[src/rtl/logic_function_lut_pkg.sv]
`default_nettype none
// ============================================================================
// Module   : logic_lut_pkg
// Brief    : Shared state encoding and default truth table for the LUT block.
// Revision : 1.0 - initial release
// ============================================================================
package logic_lut_pkg;

    typedef enum logic [1:0] {
        IDLE  = 2'd0,
        SWEEP = 2'd1,
        DONE  = 2'd2
    } state_t;

    // Default function: minterms 2, 4, 7, 11, 12 of a 4-input function.
    localparam logic [15:0] C_INIT_DEFAULT = 16'h1894;

endpackage
`default_nettype wire

[src/rtl/logic_function_lut_if.sv]
`default_nettype none
// ============================================================================
// Module   : logic_function_lut_if
// Brief    : Evaluation request / result handshake bundle.
// Revision : 1.0 - initial release
// ============================================================================
interface logic_function_lut_if #(
    parameter int N_IN = 4
);
    logic            in_valid;
    logic [N_IN-1:0] in_vec;
    logic            in_ready;
    logic            out_valid;
    logic            out_ready;
    logic [N_IN-1:0] out_vec;
    logic            out_f;

    // master: stimulus / consumer side
    modport master (
        output in_valid, in_vec, out_ready,
        input  in_ready, out_valid, out_vec, out_f
    );

    // slave: the LUT itself
    modport slave (
        input  in_valid, in_vec, out_ready,
        output in_ready, out_valid, out_vec, out_f
    );
endinterface
`default_nettype wire

[src/rtl/logic_function_lut_tt_shift_reg.sv]
`default_nettype none
// ============================================================================
// Module   : tt_shift_reg
// Brief    : Serially loadable truth-table register with a read mux.
// Revision : 1.0 - initial release
// ============================================================================
module tt_shift_reg
    import logic_lut_pkg::*;
#(
    parameter int              TT_W = 16,
    parameter logic [TT_W-1:0] INIT = C_INIT_DEFAULT
) (
    input  wire logic                      clk,
    input  wire logic                      rst_n,
    input  wire logic                      shift_en,
    input  wire logic                      shift_bit,
    input  wire logic [$clog2(TT_W)-1:0]   rd_idx,
    output logic                           rd_bit
);

    logic [TT_W-1:0] r_tt;

    // Bits enter at the bottom, so the first bit shifted lands at TT_W-1.
    always_ff @(posedge clk or negedge rst_n) begin
        if (!rst_n) begin
            r_tt <= INIT;
        end else if (shift_en) begin
            r_tt <= {r_tt[TT_W-2:0], shift_bit};
        end
    end

    assign rd_bit = r_tt[rd_idx];

endmodule
`default_nettype wire

[src/rtl/logic_function_lut.sv]
`default_nettype none
// ============================================================================
// Module   : logic_function_lut
// Brief    : N-input LUT with valid/ready evaluation and exhaustive sweep.
// Revision : 1.0 - initial release
// ============================================================================
module logic_function_lut
    import logic_lut_pkg::*;
#(
    parameter int                 N_IN = 4,
    parameter logic [2**N_IN-1:0] INIT = C_INIT_DEFAULT
) (
    input  wire logic          clk,
    input  wire logic          rst_n,
    input  wire logic          load_en,
    input  wire logic          load_bit,
    input  wire logic          sweep_start,
    output logic               sweep_busy,
    output logic               sweep_done,
    output logic [N_IN:0]      ones_count,
    logic_function_lut_if.slave bus
);

    localparam int              TT_W       = 2**N_IN;
    localparam logic [N_IN-1:0] c_idx_last = '1;

    state_t            r_state;
    state_t            w_state_nxt;
    logic [N_IN-1:0]   r_idx;
    logic [N_IN-1:0]   w_idx_nxt;
    logic [N_IN:0]     r_cnt;
    logic [N_IN:0]     w_cnt_nxt;
    logic [N_IN:0]     r_ones;
    logic [N_IN:0]     w_ones_nxt;
    logic              r_out_valid;
    logic              r_out_f;
    logic [N_IN-1:0]   r_out_vec;
    logic              r_sweep_done;

    logic              w_slot_free;
    logic              w_in_ready;
    logic              w_res_load;
    logic [N_IN-1:0]   w_res_vec;
    logic [N_IN-1:0]   w_rd_idx;
    logic              w_rd_bit;
    logic              w_shift_en;
    logic              w_done_set;

    tt_shift_reg #(
        .TT_W (TT_W),
        .INIT (INIT)
    ) u_tt (
        .clk       (clk),
        .rst_n     (rst_n),
        .shift_en  (w_shift_en),
        .shift_bit (load_bit),
        .rd_idx    (w_rd_idx),
        .rd_bit    (w_rd_bit)
    );

    assign w_slot_free = !r_out_valid || bus.out_ready;

    always_comb begin
        w_state_nxt = r_state;
        w_idx_nxt   = r_idx;
        w_cnt_nxt   = r_cnt;
        w_ones_nxt  = r_ones;
        w_in_ready  = 1'b0;
        w_res_load  = 1'b0;
        w_res_vec   = bus.in_vec;
        w_rd_idx    = bus.in_vec;
        w_shift_en  = 1'b0;
        w_done_set  = 1'b0;

        case (r_state)
            IDLE: begin
                w_in_ready = w_slot_free && !sweep_start;
                w_shift_en = load_en;
                // A start request takes priority over a pending evaluation.
                if (sweep_start) begin
                    w_state_nxt = SWEEP;
                    w_idx_nxt   = '0;
                    w_cnt_nxt   = '0;
                end else if (bus.in_valid && w_in_ready) begin
                    w_res_load = 1'b1;
                    w_res_vec  = bus.in_vec;
                end
            end
            SWEEP: begin
                w_rd_idx = r_idx;
                if (w_slot_free) begin
                    w_res_load = 1'b1;
                    w_res_vec  = r_idx;
                    w_cnt_nxt  = r_cnt + {{N_IN{1'b0}}, w_rd_bit};
                    if (r_idx == c_idx_last) begin
                        w_state_nxt = DONE;
                    end else begin
                        w_idx_nxt = r_idx + 1'b1;
                    end
                end
            end
            DONE: begin
                // Wait for the last pair to be taken before reporting.
                if (w_slot_free) begin
                    w_ones_nxt  = r_cnt;
                    w_done_set  = 1'b1;
                    w_state_nxt = IDLE;
                end
            end
            default: begin
                w_state_nxt = IDLE;
            end
        endcase
    end

    always_ff @(posedge clk or negedge rst_n) begin
        if (!rst_n) begin
            r_state      <= IDLE;
            r_idx        <= '0;
            r_cnt        <= '0;
            r_ones       <= '0;
            r_sweep_done <= 1'b0;
        end else begin
            r_state      <= w_state_nxt;
            r_idx        <= w_idx_nxt;
            r_cnt        <= w_cnt_nxt;
            r_ones       <= w_ones_nxt;
            r_sweep_done <= w_done_set;
        end
    end

    always_ff @(posedge clk or negedge rst_n) begin
        if (!rst_n) begin
            r_out_valid <= 1'b0;
            r_out_vec   <= '0;
            r_out_f     <= 1'b0;
        end else if (w_res_load) begin
            r_out_valid <= 1'b1;
            r_out_vec   <= w_res_vec;
            r_out_f     <= w_rd_bit;
        end else if (bus.out_ready) begin
            r_out_valid <= 1'b0;
        end
    end

    assign bus.in_ready  = w_in_ready;
    assign bus.out_valid = r_out_valid;
    assign bus.out_vec   = r_out_vec;
    assign bus.out_f     = r_out_f;
    assign sweep_busy    = (r_state != IDLE);
    assign sweep_done    = r_sweep_done;
    assign ones_count    = r_ones;

endmodule
`default_nettype wire

[src/flat_wrapper.sv]
// flat-port wrapper written by rule: the top's interface ports become plain ports
module logic_function_lut_flat import logic_lut_pkg::*;
#(
    parameter int                 N_IN = 4,
    parameter logic [2**N_IN-1:0] INIT = C_INIT_DEFAULT
)
  (clk, rst_n, load_en, load_bit, sweep_start, sweep_busy, sweep_done, ones_count, bus_in_valid, bus_in_vec, bus_out_ready, bus_in_ready, bus_out_valid, bus_out_vec, bus_out_f);
  logic_function_lut_if #(.N_IN(N_IN)) bus_i ();
  input  wire logic clk;
  input  wire logic rst_n;
  input  wire logic load_en;
  input  wire logic load_bit;
  input  wire logic sweep_start;
  output logic sweep_busy;
  output logic sweep_done;
  output logic [N_IN:0] ones_count;
  input wire logic [$bits(bus_i.in_valid)-1:0] bus_in_valid;
  input wire logic [$bits(bus_i.in_vec)-1:0] bus_in_vec;
  input wire logic [$bits(bus_i.out_ready)-1:0] bus_out_ready;
  output wire logic [$bits(bus_i.in_ready)-1:0] bus_in_ready;
  output wire logic [$bits(bus_i.out_valid)-1:0] bus_out_valid;
  output wire logic [$bits(bus_i.out_vec)-1:0] bus_out_vec;
  output wire logic [$bits(bus_i.out_f)-1:0] bus_out_f;
  assign bus_i.in_valid = bus_in_valid;
  assign bus_i.in_vec = bus_in_vec;
  assign bus_i.out_ready = bus_out_ready;
  assign bus_in_ready = bus_i.in_ready;
  assign bus_out_valid = bus_i.out_valid;
  assign bus_out_vec = bus_i.out_vec;
  assign bus_out_f = bus_i.out_f;
  logic_function_lut #(.N_IN(N_IN), .INIT(INIT)) u_core (.clk(clk), .rst_n(rst_n), .load_en(load_en), .load_bit(load_bit), .sweep_start(sweep_start), .sweep_busy(sweep_busy), .sweep_done(sweep_done), .ones_count(ones_count), .bus(bus_i));
endmodule
[config.mk]
export PLATFORM = sky130hd
export DESIGN_NAME = logic_function_lut_flat
export DESIGN_NICKNAME = d
export VERILOG_FILES = /design/src/rtl/logic_function_lut_pkg.sv /design/src/rtl/logic_function_lut_if.sv /design/src/rtl/logic_function_lut_tt_shift_reg.sv /design/src/rtl/logic_function_lut.sv /design/src/flat_wrapper.sv
export SDC_FILE = /design/constraint.sdc
export NUM_CORES = 1
export LEC_CHECK = 0
export BUFFER_PORTS_ARGS = -buffer_cell sky130_fd_sc_hd__buf_2
export CORE_UTILIZATION = 30
export DETAILED_ROUTE_END_ITERATION = 7
export HOLD_SLACK_MARGIN = 0.15
export PLACE_DENSITY = 0.56
export RECOVER_POWER = 25
export SKIP_CTS_REPAIR_TIMING = 1
export SLEW_MARGIN = 5
export SYNTH_ARGS = -nofsm -noshare
export SYNTH_HDL_FRONTEND = slang
export SYNTH_SLANG_ARGS = --single-unit
[constraint.sdc]
create_clock -name clk -period 3.3 [get_ports clk]
set_input_delay 0.33 -clock clk [delete_from_list [all_inputs] [get_ports clk]]
set_output_delay 0.33 -clock clk [all_outputs]
set_load 0.005 [all_outputs]
==> results of run 1 <==
[cell usage in the layout (no fill, tap or decap), types with 2 or more instances in the layout]
cell type	Yosys	final
dfrtp_1	34	34
buf_2	1	23
nand2_1	21	21
mux2_2	19	19
o21ai_0	12	12
mux2i_1	10	10
nor2_1	10	10
inv_1	7	7
nand3_1	5	5
xor2_1	5	5
clkbuf_8	0	5
dfstp_2	5	5
nand4_1	3	3
ha_1	3	3
clkbuf_1	1	3
and2b_1	2	2
nand2b_1	2	2
mux4_2	2	2
a21oi_1	2	2
buf_4	0	2
[worst paths after layout]
check                                                  from                          endpoint  depth (start not counted)
max                           u_core.r_state[0]$_DFFE_PN0P_       u_core.r_cnt[4]$_DFFE_PN0P_                         10
min                                                load_bit   u_core.u_tt.r_tt[0]$_DFFE_PN0P_                          2
max reg2reg                   u_core.r_state[0]$_DFFE_PN0P_       u_core.r_cnt[4]$_DFFE_PN0P_                         10
min reg2reg                u_core.ones_count[3]$_DFFE_PN0P_  u_core.ones_count[3]$_DFFE_PN0P_                          2
max in group asynchronous                             rst_n  u_core.bus.out_valid$_DFFE_PN0P_                          1
min in group asynchronous                             rst_n   u_core.u_tt.r_tt[0]$_DFFE_PN0P_                          1
[cell type report]
class | instances | area share, %
sequential | 39 | 46.3
clock buffer | 7 | 3.60
timing repair buffer | 26 | 6.31
inverter | 7 | 1.24
multi-input combinational | 107 | 37.9
clock inverter | 1 | 0.236
tap | 75 | 4.42
[layer usage]
| metal | vias to the layer above | share of wire [%] |
|---|---|---|
| li1 | 600 | - |
| met1 | 583 | 49 |
| met2 | 27 | 44 |
| met3 | 7 | 4.8 |
| met4 | 0 | 1.6 |
| met5 | - | 0 |
[state kept, by name (all words and copies together) (netlist names)]
register / cells
u_core.ones_count: 5
u_core.bus.out_valid: 1
u_core.u_tt.r_tt: 16
u_core.r_cnt: 5
u_core.r_idx: 4
u_core.bus.out_f: 1
u_core.bus.out_vec: 4
u_core.sweep_done: 1
u_core.r_state: 2
[kinds of logic (layout without fill, tap and decap cells)]
| logic type | after synthesis | after routing |
|---|---|---|
| AND/OR/NAND/NOR | 46 | 46 |
| AO/OA/AOI/OAI | 20 | 20 |
| adder cells (fa/ha/maj) | 3 | 3 |
| flip-flops | 39 | 39 |
| XOR/XNOR | 5 | 5 |
| multiplexers | 33 | 33 |
| buffers and inverters | 10 | 41 |
[worst reg2reg max path: cells and delay by family (launching register included)]
family | cells | cell delay [ps]
flops | 1 | 430
xor+xnor | 1 | 150
mux | 2 | 960
simple gates | 3 | 340
fa+ha+maj | 2 | 400
compound gates | 2 | 340
[through the flow]
step | area [µm²] | total power, mW
2_1_floorplan | 1830 | 1.04
3_3_place_gp | 2040 | 1.18
3_5_place_dp | 2040 | 1.19
4_1_cts | 2120 | 1.51
5_1_grt | 2120 | 1.60
6_report | 2120 | 1.49
[power groups by stage]
stage / clock network (mW) / logic (mW) / registers [mW]
6_report: 0.311 / 0.484 / 0.692
5_1_grt: 0.340 / 0.555 / 0.707
4_1_cts: 0.323 / 0.494 / 0.689
3_5_place_dp: 0 / 0.493 / 0.697
3_3_place_gp: 0 / 0.481 / 0.700
2_1_floorplan: 0 / 0.367 / 0.673
==> flow_metrics.env, run 1 <==
export IMPL_hold_path_class="input pin to flip-flop"
export IMPL_crit_arrival_ps=2920
export IMPL_finalMaxSlewViolations=40
export IMPL_regArea_um2=982
export IMPL_busiest_layer="met2"
export IMPL_preCtsSetupSlack_ps=517
export IMPL_ys_top_cells_by_count="34 x dfrtp_1, 21 x nand2_1, 19 x mux2_2, 12 x o21ai_0"
export IMPL_power_frac_clock_pct=20.9
export IMPL_cts_tree="done"
export IMPL_die_h_um=80.1
export IMPL_synth_top_area_share_pct=46.4
export IMPL_antenna_found_initial=0
export IMPL_rrSetupSlack_ps=550
export IMPL_ys_types=30
export IMPL_insertion_delay_ps=290
export IMPL_crit_path_start_kind="flip-flop"
export IMPL_clock_sinks=39
export IMPL_min_period_ps=2750
export IMPL_critPathSlowestCell="mux4_2"
export IMPL_start_util_pct=30.9
export IMPL_internal_power_uw=973
export IMPL_yosys_cell_count_top_type="dfrtp_1"
export IMPL_drc=0
export IMPL_syn_area_per_cell_um2=11.7
export IMPL_layout_setup_ws_ps=545
export IMPL_path_buf_inv=0
export IMPL_violations="capacitance limit, slew limit"
export IMPL_synthToLayoutAreaGrowth_pct=15.8
export IMPL_status="finished, violations left"
export IMPL_p_seq_share_pct=46.6
export IMPL_syn_inst=156
export IMPL_core_area_um2=5920
export IMPL_synth_flop_cell="dfrtp_1"
export IMPL_timing_fmax_mhz=363
export IMPL_gr_total_overflow=0
export IMPL_vias_per_cell=4.65
export IMPL_ys_warn_count=0
export IMPL_min_period_over_period_pct=83.5
export IMPL_hold_violations=0
export IMPL_synthMuxAreaShare_pct=21.7
export IMPL_ys_seq_elements=39
export IMPL_clk_pin_slew_ps=70
export IMPL_worstSetupPathType="flip-flop to flip-flop"
export IMPL_dp_cells=254
export IMPL_syn_area_um2=1830
export IMPL_clock_skew_ps=4.45
export IMPL_max_cap_violations=1
export IMPL_yosys_area_share_simple_pct=11.2
export IMPL_drt_iter0_markers=58
export IMPL_grt_use_met1_pct=16.0
export IMPL_grt_usage_pct=12.2
export IMPL_grt_use_met3_pct=3.86
export IMPL_final_nets=200
export IMPL_crit_required_ps=3470
export IMPL_synthTopCellsByArea="dfrtp_1 46%, mux2_2 12%, dfstp_2 7.2%, mux2i_1 5.5%, nand2_1 4.3%"
export IMPL_grt_pass1_wl_um=5860
export IMPL_final_antenna_net_count=0
export IMPL_num_rows=28
export IMPL_worst_ir_drop_vdd_mv=0.321
export IMPL_vias=1217
export IMPL_p_leak_nw=1.05
export IMPL_rsz0062_at_grt="false"
export IMPL_fillers=596
export IMPL_port_buffers=24
export IMPL_layout_drive_gt1_share_pct=32.6
export IMPL_synth_edf_count=0
export IMPL_die_w_um=80.1
export IMPL_syn_nets=170
export IMPL_pwr_density_cell_nw_per_um2=701
export IMPL_netSwitchingFraction_pct=34.6
export IMPL_grt_pass1_vias=1260
export IMPL_routedWlPerCell_um=13.3
export IMPL_end_kind="flip-flop"
export IMPL_place_gp_congestion=0.771
export IMPL_yosysSeqAreaShare_pct=53.6
export IMPL_synth_compound_area_share_pct=6.56
export IMPL_firstDrtPassIters=6
export IMPL_synthXorXnorAreaFrac_pct=2.39
export IMPL_die_area_um2=6420
export IMPL_cts_buffer_depth=2
export IMPL_hpwlAfterDp_um=2540
export IMPL_synth_top_family_by_area="multiplexers"
export IMPL_setup_viol=0
export IMPL_fin_setup_tns_ps=0
export IMPL_gr_usage_met2_pct=18.5
export IMPL_critPathTopFamily="multiplexers"
export IMPL_path_cells="nand2b_1 > mux2i_4 > mux4_2 > a22oi_1 > a22oi_2 > ha_1 > ha_1 > nand4_1 > xor2_1 > nor2_1"
export IMPL_multi_input_area_um2=803
export IMPL_p_sw_uw=514
export IMPL_cp_slowest_stage_delay_ps=540
export IMPL_ys_async_sr_fraction_pct=100
export IMPL_grt_max_degree=40
export IMPL_cts_buffers=5
export IMPL_diodes=0
export IMPL_io_pins=25
export IMPL_synthAdderAreaFrac_pct=2.05
export IMPL_layoutNonFillerInstCount=262
export IMPL_drt_wl_total_um=3490
export IMPL_crit_path_max_fanout=7
export IMPL_synth_top_area_cell="dfrtp_1"
export IMPL_maxSlewHeadroom_pct=-37.1
export IMPL_root_buffer="clkbuf_8"
export IMPL_cts_max_level=2
export IMPL_tightestPinTransition_ps=2060
export IMPL_power_frac_comb_pct=32.5
export IMPL_whs_ps=268
export IMPL_critical_path_most_common_cell="ha_1"
export IMPL_final_util_pct=35.8
Power figures use the tool's default switching activity.
==> run 2: changes to the inputs <==
--- a/config.mk
+++ b/config.mk
@@ -9,7 +9,7 @@
 export CORE_UTILIZATION = 30
 export DETAILED_ROUTE_END_ITERATION = 7
 export HOLD_SLACK_MARGIN = 0.15
-export PLACE_DENSITY = 0.56
+export PLACE_DENSITY = 0.58
 export RECOVER_POWER = 25
 export SKIP_CTS_REPAIR_TIMING = 1
 export SLEW_MARGIN = 5
==> constraint.sdc (replaced) <==
create_clock -name clk -period 2.4 [get_ports clk]
set_input_delay 0.24 -clock clk [delete_from_list [all_inputs] [get_ports clk]]
set_output_delay 0.24 -clock clk [all_outputs]
set_load 0.005 [all_outputs]
==> run 2 against run 1 <==
The flow finishes with violations (setup timing). First-iteration DRC count fell by 8.6%. Non-clock buffer count is 13 higher. Core utilization rose by 3.0 points. Worst hold slack got worse by 87 ps. Clock-buffer cell count shrank 2. Setup slack worse by 660 ps. Critical endpoint unchanged. Largest cell class unchanged. Largest power group unchanged. Highest routed layer unchanged.
==> flow_metrics.env, run 2 (same netlist as run 1, synthesis figures left out) <==
export IMPL_hpwlAfterDp_um=2560
export IMPL_final_nets=213
export IMPL_drt_iter0_markers=53
export IMPL_p_leak_nw=1.11
export IMPL_layoutNonFillerInstCount=275
export IMPL_die_area_um2=6420
export IMPL_die_w_um=80.1
export IMPL_dp_cells=265
export IMPL_hold_violations=0
export IMPL_min_period_over_period_pct=105
export IMPL_grt_pass1_wl_um=6080
export IMPL_layout_drive_gt1_share_pct=38.5
export IMPL_firstDrtPassIters=4
export IMPL_clock_sinks=39
export IMPL_hold_path_class="input pin to flip-flop"
export IMPL_root_buffer="clkbuf_8"
export IMPL_min_period_ps=2510
export IMPL_core_area_um2=5920
export IMPL_clock_skew_ps=8.55
export IMPL_worstSetupPathType="flip-flop to flip-flop"
export IMPL_status="finished, violations left"
export IMPL_cts_tree="done"
export IMPL_largest_reg_flops=16
export IMPL_place_gp_congestion=0.744
export IMPL_start_util_pct=30.9
export IMPL_synthToLayoutAreaGrowth_pct=25.3
export IMPL_final_cell_mix="34 x dfrtp_1, 21 x nand2_1, 18 x mux2_2, 17 x buf_2, 14 x buf_4"
export IMPL_clk_pin_slew_ps=80
export IMPL_preCtsSetupSlack_ps=-193
export IMPL_final_antenna_net_count=0
export IMPL_num_rows=28
export IMPL_grt_pass1_vias=1228
export IMPL_layout_setup_ws_ps=-114
export IMPL_rrSetupSlack_ps=-110
export IMPL_cts_buffers=5
export IMPL_rsz0062_at_grt="true"
export IMPL_drc=0
export IMPL_grt_usage_pct=12.5
export IMPL_worst_ir_drop_vdd_mv=0.431
export IMPL_gr_total_overflow=0
export IMPL_crit_required_ps=2570
export IMPL_setup_viol=5
export IMPL_cts_max_level=2
export IMPL_cts_buffer_depth=2
export IMPL_drt_wl_total_um=3430
export IMPL_crit_path_max_fanout=6
export IMPL_crit_arrival_ps=2680
export IMPL_diodes=0
export IMPL_antenna_found_initial=0
export IMPL_layout_commonest_cell="dfrtp_1"
export IMPL_die_h_um=80.1
export IMPL_violations="setup timing"
export IMPL_crit_path_start_kind="flip-flop"
export IMPL_vias=1243
export IMPL_regMostFlops="u_core.u_tt.r_tt"
export IMPL_port_buffers=24
export IMPL_grt_max_degree=40
export IMPL_max_cap_violations=0
export IMPL_timing_fmax_mhz=398
export IMPL_pwr_density_cell_nw_per_um2=1030
export IMPL_finalMaxSlewViolations=0
export IMPL_maxSlewHeadroom_pct=37.5
export IMPL_routedWlPerCell_um=12.5
export IMPL_vias_per_cell=4.52
export IMPL_tightestPinTransition_ps=938
export IMPL_insertion_delay_ps=290
export IMPL_io_pins=25
export IMPL_end_kind="flip-flop"
-- run 2: worst max-delay path, cell delays in order (launching register included) --
cell and delay (ps):
dfrtp_1 400, nand2b_4 170, mux2i_4 350, mux4_2 550
a22oi_2 170, a22oi_2 130, ha_4 190, ha_4 150
nand4_1 70, xor2_1 150, nor2_1 50
-- run 2: area by class of cell --
cell class | count | area [µm²]
multi-input cells | 107 | 853
clock buffers | 5 | 68.8
flip-flops and latches | 39 | 982
inverters | 7 | 26.3
clock inverters | 3 | 43.8
fillers | 584 | 3620
well taps | 75 | 93.8
repair buffers | 39 | 228
-- run 2: worst paths after layout --
check,start,end,cells past startpoint
max,u_core.r_state[1]$_DFFE_PN0P_,u_core.r_cnt[4]$_DFFE_PN0P_,10
min,load_bit,u_core.u_tt.r_tt[0]$_DFFE_PN0P_,2
max reg2reg,u_core.r_state[1]$_DFFE_PN0P_,u_core.r_cnt[4]$_DFFE_PN0P_,10
min reg2reg,u_core.ones_count[4]$_DFFE_PN0P_,u_core.ones_count[4]$_DFFE_PN0P_,2
max in group asynchronous,rst_n,u_core.r_state[0]$_DFFE_PN0P_,2
min in group asynchronous,rst_n,u_core.sweep_done$_DFF_PN0_,2
-- run 2: power breakdown --
group	leakage, nW	internal (mW)	switching (mW)	total, mW
Combinational	0.557	0.480	0.410	0.890
Sequential	0.496	0.810	0.125	0.935
Clock	0.0581	0.309	0.232	0.542
-- run 2: through the flow --
stage | power, mW | hold slack, ps | setup TNS [ps] | util [%] | instance area [µm²]
floorplan | 1.46 | -55.6 | -291 | - | 1860
global placement | 1.77 | 407 | -447 | 36.3 | 2150
detailed placement | 1.78 | 410 | -590 | 36.3 | 2150
CTS | 2.33 | 97.7 | -682 | 38.2 | 2260
global route | 2.55 | 173 | -1170 | 38.8 | 2300
finish | 2.37 | 181 | -274 | 38.8 | 2300
-- run 2: routing by layer --
layer,wire length [µm],global-route usage (%),share of wire [%],vias up
li1,-,-,-,630
met1,1790,18.3,52,584
met2,1450,17.4,42,24
met3,119,3.41,3.5,5
met4,63,4.29,1.8,0
met5,0,0,0,-
==> run 3: changes to the inputs <==
--- a/config.mk
+++ b/config.mk
@@ -5,6 +5,7 @@
 export SDC_FILE = /design/constraint.sdc
 export NUM_CORES = 1
 export LEC_CHECK = 0
+export ABC_AREA = 1
 export BUFFER_PORTS_ARGS = -buffer_cell sky130_fd_sc_hd__buf_2
 export CORE_UTILIZATION = 30
 export DETAILED_ROUTE_END_ITERATION = 7
==> run 3 against run 2 <==
The run now ends clean. Worst hold slack got worse by 2.4 ps. Clock power shrank 16%. Global-route usage rose by 0.85 points. Maximum frequency grew 15%. Setup slack improved by 320 ps. Clock-buffer cell count increased by 2. Cell area down 0.54%. Synthesized cell count increased by 35%. Via count rose by 22%. Wire length up 15%. Cell count increased by 16%. Core utilization down 1.1 points. Critical path type unchanged. Critical endpoint unchanged. Largest cell class unchanged.
==> flow_metrics.env, run 3 <==
export IMPL_syn_area_um2=1920
export IMPL_power_frac_comb_pct=46.5
export IMPL_num_rows=28
export IMPL_final_cell_mix="38 x nand3_1, 33 x dfrtp_1, 26 x nand2_1, 24 x buf_2, 21 x inv_1"
export IMPL_final_antenna_net_count=0
export IMPL_final_nets=258
export IMPL_worstSetupPathType="flip-flop to flip-flop"
export IMPL_port_buffers=24
export IMPL_fin_setup_tns_ps=0
export IMPL_fillers=629
export IMPL_crit_path_max_fanout=6
export IMPL_crit_path_start_kind="flip-flop"
export IMPL_cts_max_level=2
export IMPL_rrSetupSlack_ps=210
export IMPL_timing_fmax_mhz=456
export IMPL_end_kind="flip-flop"
export IMPL_hold_violations=0
export IMPL_io_pins=25
export IMPL_status="complete, no violations"
export IMPL_place_gp_congestion=0.791
export IMPL_hold_path_class="input pin to flip-flop"
export IMPL_synth_flop_cell="dfrtp_1"
export IMPL_cts_buffers=5
export IMPL_syn_nets=225
export IMPL_layout_drive_gt1_share_pct=31.8
export IMPL_routedWlPerCell_um=12.3
export IMPL_pwr_density_cell_nw_per_um2=1320
export IMPL_min_path_cells=2
export IMPL_worst_r2r_path_depth=16
export IMPL_regMostFlops="u_core.u_tt.r_tt"
export IMPL_grt_usage_pct=13.3
export IMPL_min_from="load_bit"
export IMPL_yosysSeqAreaShare_pct=51.1
export IMPL_clk_pin_slew_ps=70
export IMPL_antenna_found_initial=0
export IMPL_drt_wl_total_um=3950
export IMPL_cts_buffer_depth=2
export IMPL_synth_top_area_share_pct=44.3
export IMPL_clock_skew_ps=6.47
export IMPL_netSwitchingFraction_pct=41.1
export IMPL_p_sw_mw=1.24
export IMPL_vias=1522
export IMPL_vias_per_cell=4.76
export IMPL_synth_top_area_cell="dfrtp_1"
export IMPL_synth_edf_count=0
export IMPL_min_period_ps=2190
export IMPL_die_area_um2=6730
export IMPL_crit_required_ps=2620
export IMPL_finalMaxSlewViolations=0
export IMPL_finalPower_mw=3.01
export IMPL_start_util_pct=31.7
export IMPL_layout_setup_ws_ps=208
export IMPL_r2r_end="u_core.r_cnt[4]$_DFFE_PN0P_"
export IMPL_maxSlewHeadroom_pct=43.3
export IMPL_min_period_over_period_pct=91.3
export IMPL_preCtsSetupSlack_ps=186
export IMPL_grt_pass1_wl_um=6710
export IMPL_ys_types=24
export IMPL_tightestPinTransition_ps=850
export IMPL_p_leak_nw=1.07
export IMPL_die_h_um=82.0
export IMPL_layoutNonFillerInstCount=320
export IMPL_place_area_um2=2140
export IMPL_dp_cells=310
export IMPL_drc=0
export IMPL_ys_seq_elements=39
export IMPL_min_to="u_core.u_tt.r_tt[0]$_DFFE_PN0P_"
export IMPL_finalInstanceArea_um2=2280
export IMPL_synthTopCellsByArea="dfrtp_1 44%, nand3_1 11%, mux2_2 8.2%, dfstp_2 6.8%, nand2_1 5.5%"
export IMPL_hpwlAfterDp_um=2880
export IMPL_crit_arrival_ps=2410
export IMPL_worst_ir_drop_vdd_mv=0.440
export IMPL_setup_viol=0
export IMPL_diodes=0
export IMPL_syn_area_per_cell_um2=9.11
export IMPL_ys_warn_count=0
export IMPL_ys_async_sr_fraction_pct=100
export IMPL_rsz0062_at_grt="false"
export IMPL_layout_commonest_cell="nand3_1"
export IMPL_ys_top_cells_by_count="41 x nand3_1, 34 x dfrtp_1, 28 x nand2_1, 21 x inv_1, 14 x mux2_2"
export IMPL_syn_inst=211
export IMPL_insertion_delay_ps=290
export IMPL_clock_sinks=39
export IMPL_grt_max_degree=40
export IMPL_firstDrtPassIters=4
export IMPL_root_buffer="clkbuf_8"
export IMPL_largest_reg_flops=16
export IMPL_grt_pass1_vias=1418
export IMPL_die_w_um=82.0
export IMPL_core_area_um2=6060
export IMPL_gr_total_overflow=0
export IMPL_internal_power_mw=1.77
export IMPL_power_frac_clock_pct=15.2
export IMPL_max_cap_violations=0
export IMPL_cts_tree="done"
export IMPL_yosys_cell_count_top_type="nand3_1"
export IMPL_r2r_start="u_core.r_state[0]$_DFFE_PN0P_"
export IMPL_synthToLayoutAreaGrowth_pct=18.8
export IMPL_p_seq_share_pct=38.3
export IMPL_drt_iter0_markers=69
-- run 3: cell count changes in the layout (fill, tap and decap cells not counted), moves of 7 or more --
cell     delta
buf_2       +7
inv_1      +15
nand2_2     +7
mux2i_1    -10
buf_4      -12
nand3_1    +34
-- run 3: final cells by class --
cell class	count	area (µm²)	share of cell area, %
Clock buffer	7	86.3	3.78
Sequential cell	39	983	43.1
Clock inverter	1	5.00	0.219
Tap cell	75	93.8	4.11
Inverter	26	97.6	4.27
Multi-Input combinational cell	144	861	37.7
Timing Repair Buffer	28	156	6.85
-- run 3: layer usage --
| metal | vias to the layer above | global-route usage, % | routed length, µm |
|---|---|---|---|
| met3 | 8 | 2.33 | 117 |
| met4 | 0 | 5.61 | 70 |
| li1 | 782 | - | - |
| met1 | 703 | 19.0 | 2050 |
| met5 | - | 0 | 0 |
| met2 | 29 | 19.7 | 1710 |
-- run 3: metrics by stage --
step	utilization, %	hold WS [ps]
2_1_floorplan	-	-55.6
4_1_cts	36.7	88.2
5_1_grt	37.7	181
3_3_place_gp	35.2	410
6_report	37.7	178
3_5_place_dp	35.2	407
-- run 3: worst max path at each step --
stage	startpoint	endpoint	slack [ps]	depth (start not counted)
after floorplan	u_core.r_state[1]$_DFFE_PN0P_	u_core.r_cnt[4]$_DFFE_PN0P_	440	16
after global placement	u_core.r_state[0]$_DFFE_PN0P_	u_core.r_cnt[4]$_DFFE_PN0P_	210	15
after detailed placement	u_core.r_state[0]$_DFFE_PN0P_	u_core.r_cnt[4]$_DFFE_PN0P_	190	15
after CTS	u_core.r_state[0]$_DFFE_PN0P_	u_core.r_cnt[4]$_DFFE_PN0P_	150	15
after global routing	u_core.r_state[1]$_DFFE_PN0P_	u_core.r_cnt[4]$_DFFE_PN0P_	3	16
final	u_core.r_state[0]$_DFFE_PN0P_	u_core.r_cnt[4]$_DFFE_PN0P_	210	16
-- run 3: critical path, cell delays in order, from the launching register on --
cell and delay [ps]:
dfrtp_2 440, inv_2 70, nor2_4 220, nor2_1 80, a21oi_2 200, inv_1 90
nand3_1 80, nand3b_1 90, nand2_1 90, inv_1 40, ha_1 180, ha_2 180
nand2_1 80, nor2_2 40, nand2_1 70, o21ai_1 60, a21oi_1 120
-- run 3: logic make-up after synthesis --
kind of cell               share of synthesized area [%]
AOI/OAI and AO/OA                                   8.07
muxes                                               8.20
adders and majority gates                           1.95
buffers and inverters                               5.86
and+or+nand+nor                                     24.8
DFF                                                 51.1
-- run 3: power by group through the flow --
| stage | Combinational, mW | Sequential [mW] | Clock (mW) |
|---|---|---|---|
| floorplan | 0.991 | 1.12 | 0 |
| detailed placement | 1.34 | 1.16 | 0 |
| global route | 1.63 | 1.20 | 0.499 |
| CTS | 1.34 | 1.15 | 0.476 |
| finish | 1.40 | 1.15 | 0.457 |
| global placement | 1.33 | 1.15 | 0 |
